`src/rtl/bin_to_bcd_seq.sv`:
```
// Sequential binary-to-BCD converter: shift-and-add-3, one operand bit per clock.
// Drives the 7-segment digit decoders directly, 4 bits per digit, ones digit in [3:0].
module bin_to_bcd_seq #(
  parameter int BIN_W      = 8,
  parameter int BCD_DIGITS = 3
) (
  input  logic                    i_clk,
  input  logic                    i_rst_n,
  input  logic                    i_start,
  input  logic [BIN_W-1:0]        i_bin,
  output logic [4*BCD_DIGITS-1:0] o_bcd,
  output logic                    o_busy,
  output logic                    o_done,
  output logic                    dbg_state
);

  localparam int BCD_W = 4 * BCD_DIGITS;
  localparam int CNT_W = $clog2(BIN_W + 1);
  localparam logic [CNT_W-1:0] LAST_ITER = CNT_W'(BIN_W - 1);

  function automatic longint unsigned pow10(input int n);
    longint unsigned p;
    p = 1;
    for (int i = 0; i < n; i++) p = p * 10;
    return p;
  endfunction

  localparam longint unsigned MAX_BIN = (longint'(1) << BIN_W) - 1;

  generate
    if (BIN_W < 1 || BIN_W > 16 || pow10(BCD_DIGITS) <= MAX_BIN) begin : g_param_check
      $error("bin_to_bcd_seq: BIN_W must be 1..16 and 10**BCD_DIGITS must exceed 2**BIN_W-1");
    end
  endgenerate

  typedef enum logic {
    S_IDLE  = 1'b0,
    S_SHIFT = 1'b1
  } state_t;

  state_t           state;
  logic [BIN_W-1:0] bin_sr;
  logic [BCD_W-1:0] bcd_sr;
  logic [CNT_W-1:0] cnt;
  logic [BCD_W-1:0] bcd_adj;
  logic [BCD_W-1:0] bcd_shift;

  // Handshake: a request is accepted on any edge where i_start=1 and o_busy=0;
  // o_busy stays high until the edge that raises o_done, and i_start is ignored meanwhile.
  assign dbg_state = state;

  // Each digit is corrected on its own; a corrected digit never carries into its neighbour.
  always_comb begin
    bcd_adj = bcd_sr;
    for (int d = 0; d < BCD_DIGITS; d++) begin
      if (bcd_sr[4*d +: 4] >= 4'd5) begin
        bcd_adj[4*d +: 4] = bcd_sr[4*d +: 4] + 4'd3;
      end
    end
  end

  assign bcd_shift = (bcd_adj << 1) | {{(BCD_W-1){1'b0}}, bin_sr[BIN_W-1]};

  always_ff @(posedge i_clk) begin
    if (!i_rst_n) begin
      state  <= S_IDLE;
      bin_sr <= '0;
      bcd_sr <= '0;
      cnt    <= '0;
      o_bcd  <= '0;
      o_busy <= 1'b0;
      o_done <= 1'b0;
    end else begin
      o_done <= 1'b0;
      case (state)
        S_IDLE: begin
          if (i_start) begin
            bin_sr <= i_bin;
            bcd_sr <= '0;
            cnt    <= '0;
            o_busy <= 1'b1;
            state  <= S_SHIFT;
          end
        end
        S_SHIFT: begin
          bcd_sr <= bcd_shift;
          bin_sr <= bin_sr << 1;
          cnt    <= cnt + CNT_W'(1);
          if (cnt == LAST_ITER) begin
            o_bcd  <= bcd_shift;
            o_done <= 1'b1;
            o_busy <= 1'b0;
            state  <= S_IDLE;
          end
        end
        default: state <= S_IDLE;
      endcase
    end
  end

endmodule

```
`config.mk`:
```
export PLATFORM = sky130hd
export DESIGN_NAME = bin_to_bcd_seq
export DESIGN_NICKNAME = d
export VERILOG_FILES = /design/src/rtl/bin_to_bcd_seq.sv
export SDC_FILE = /design/constraint.sdc
export NUM_CORES = 1
export LEC_CHECK = 0
export CAP_MARGIN = 40
export CORE_MARGIN = 4
export CORE_UTILIZATION = 50
export CTS_CLUSTER_DIAMETER = 60
export DETAILED_ROUTE_END_ITERATION = 7
export MAX_ROUTING_LAYER = met4
export PLACE_DENSITY = 0.75
export REMOVE_ABC_BUFFERS = 1
export SYNTH_ARGS = -nofsm -noshare
export SYNTH_HDL_FRONTEND = slang
export SYNTH_SLANG_ARGS = --single-unit
```
`constraint.sdc`:
```
create_clock -name i_clk -period 1.75 [get_ports i_clk]
set_clock_uncertainty 0.2 [all_clocks]
set_input_delay 0.4375 -clock i_clk [delete_from_list [all_inputs] [get_ports i_clk]]
set_output_delay 0.4375 -clock i_clk [all_outputs]
set_load 0.02 [all_outputs]
```
==> qor.yml <==
finish:
  seq_area_sq_um: 784.5
  multi_input_area_sq_um: 845.8
  n_antenna_cell: 0
  final-instance-count-excl-fill: 273
  num-nets-final: 246
  drive_gt1_frac: 0.1616
  nFillCells: 290
  syn_to_final_growth_pct: 25.69
worst_setup_path:
  critPathSlowestCell: "mux2_2"
  start_kind: "flop"
  cp.required_ps: 1800
  reg2reg_depth: 6
  crit_start: "bcd_sr[9]"
  worstSetupEndpoint: "bcd_sr[10]"
  ff2ff_setup_slack_ps: 70
  cp-end-kind: "flop"
  timing.rr.end: "bcd_sr[10]"
  crit_type: "reg -> reg"
  worstPathMaxFanout: 4
  critPathMaxStageDelay_ps: 380
  critical_path.cell_chain: "inv_1 -> ha_1 -> nand2b_1 -> a21oi_2 -> mux2_2 -> o32ai_2"
  r2r-start: "bcd_sr[9]"
  worstPathArrival_ps: 1730
pwr:
  power.density_nw_per_um2: 699.8
  p_total_mw: 1.508
  power_leakage_nw: 0.8508
  peakVddDrop_v: 0.0004527
place:
  portBuffers: 25
  gp_congestion: 0.7926
  post-place-ws_ps: -190.0
  place.detailed.hpwl_um: 2514
  dp.cells: 262
sta:
  finalCriticalPeriod_ps: 1681
  worst_pin_slew_ps: 355.0
  final.setup.tns_ps: 0
  timing.slew.headroom: 0.7633
  finalHoldViolCount: 0
  min_period_over_period: 0.9606
  finalSetupViolCount: 0
  drv_slew: 0
  fin_ws_ps: 68.92
  fmax_mhz: 594.9
  fin_worst_hold_slack_ps: 250.6
clock_tree:
  clkLatencyLatePin_ps: 340
  htree_levels: 2
  cts_buffers: 5
  clockRootBuffer: "clkbuf_4"
  ctsHoldBuffers: 0
  clkTransAtPathRegs_ps: 110
  cts_tree: "yes"
  cts_max_path_buffers: 2
  cts_sinks: 39
detailed_routing:
  drt_iter0_drc: 69
  drt_first_pass_iters: 4
  wire_per_inst_um: 13.00
  vias: 1466
  via_per_inst: 5.370
  route.detailed.drc: 0
  drtAntennaViolNets: 0
  routed_wl_um: 3549
hold_path:
  hold_class: "reg -> reg"
  hold_depth: 2
synthesis:
  yosys.area.top_type: "dfxtp_1"
  ys.warnings.count: 0
  synthArstFlopShare: 0
  avgSynthCellArea_sq_um: 9.070
  netlist_area_sq_um: 1714
  ys_ff_latch: 39
  yosysMostFrequentCell: "dfxtp_1"
  synth_edf_count: 0
  yosysUniqueCellTypes: 30
  synth_top_area_frac: 0.4555
  synth_seq_area_share: 0.4555
  netlist_top_cells_count: "39 x dfxtp_1, 19 x a21oi_1, 18 x nor2_1, 12 x inv_1, 12 x nand2_1"
  synth_flop_cell: "dfxtp_1"
  synth.area.top_cells: "dfxtp_1 46%, a21oi_1 5.5%, mux2i_1 5.3%, ha_1 5.1%, o32ai_1 4.1%"
  netlist_instances: 189
die:
  die_area_sq_um: 4429
  core_sq_um: 3153
  die_h_um: 66.55
  num_rows: 20
  die-width_um: 66.55
  ioPinCount: 26
  start_util: 0.5437
job:
  cap_violations: 0
global_routing:
  gr-total-overflow: 0
  antenna_found_initial: 0
  first_global_vias: 1410
  grt_start_max_net_pins: 25
  grt_first_pass_wirelength_um: 5968
  globalRouteTotalUtil: 0.1827
status:
  outcome: "finished clean"
[worst min path at each step]
stage,slack [ps],start,to
global route,270,o_bcd[2],o_bcd[2]
global placement,230,o_bcd[10],o_bcd[10]
CTS,250,o_bcd[2],o_bcd[2]
floorplan,250,bin_sr[0],bin_sr[1]
detailed placement,240,o_bcd[2],o_bcd[2]
finish,250,o_bcd[8],o_bcd[8]
[area by class of cell]
class                      instances  area share
timing repair buffer              41      0.1719
clock buffer                       7     0.02091
clock inverter                     1    0.002323
inverter                          13     0.02265
sequential                        39      0.3641
multi-input combinational        128      0.3926
tap                               44     0.02555
[flip-flops by register name, summed over array words and instances (netlist names)]
register and count:
o_busy 1, dbg_state 1, bcd_sr 12, bin_sr 8, o_done 1, o_bcd 12, cnt 4
[repair_timing]
| item | CTS | global route |
|---|---|---|
| setup buffers | 0 | 3 |
| setup endpoints to repair | 15 | 13 |
| gates resized for setup | 17 | 6 |
| pin swaps | 0 | 3 |
[stage by stage]
stage	cell area, sq um	utilization
6_report	2155	0.6833
5_1_grt	2155	0.6833
3_5_place_dp	2081	0.6599
3_3_place_gp	2081	0.6599
4_1_cts	2115	0.6706
2_1_floorplan	1665	-
[worst max-delay path, delay by kind of cell, from the launching register on]
| family | cells | cell delay, ps |
|---|---|---|
| AO/OA/AOI/OAI | 2 | 300 |
| flip-flops | 1 | 320 |
| AND/OR/NAND/NOR | 1 | 150 |
| multiplexers | 1 | 380 |
| buffers and inverters | 1 | 70 |
| adder cells (fa/ha/maj) | 1 | 180 |
[report_power, final]
part	internal [mW]	leakage (nW)	switching [mW]
clock	0.157	0.0293	0.280
combinational	0.0740	0.504	0.0791
sequential	0.905	0.317	0.0123
[kinds of logic after synthesis]
logic type,Yosys count,share of synthesized area
simple gates,54,0.1562
flops,39,0.4555
buf+inv,22,0.05693
xor+xnor,3,0.01533
fa+ha+maj,7,0.05109
compound gates,52,0.1927
mux,12,0.07226
[routing by layer]
metal / track usage / wire [um]
met5: - / 0
met1: 0.1961 / 1601
met2: 0.3193 / 1750
met4: 0.06345 / 39
met3: 0.05396 / 157
[layout by cell type (no fill, tap or decap), types with 2 or more instances in the layout]
master,instances
a21oi_1,19
a21oi_2,3
buf_4,14
clkbuf_1,2
clkbuf_4,5
clkdlybuf4s50_1,10
dfxtp_1,36
dfxtp_2,3
dlygate4sd2_1,14
ha_1,7
inv_1,12
mux2_2,3
mux2i_1,9
nand2_1,11
nand2b_1,4
nand3_1,4
nor2_1,18
nor2b_1,2
nor3_1,3
nor3b_1,9
o21ai_0,7
o21ai_1,10
o32ai_1,7
xnor2_1,3
No activity file was read; power rests on OpenSTA's default activity.
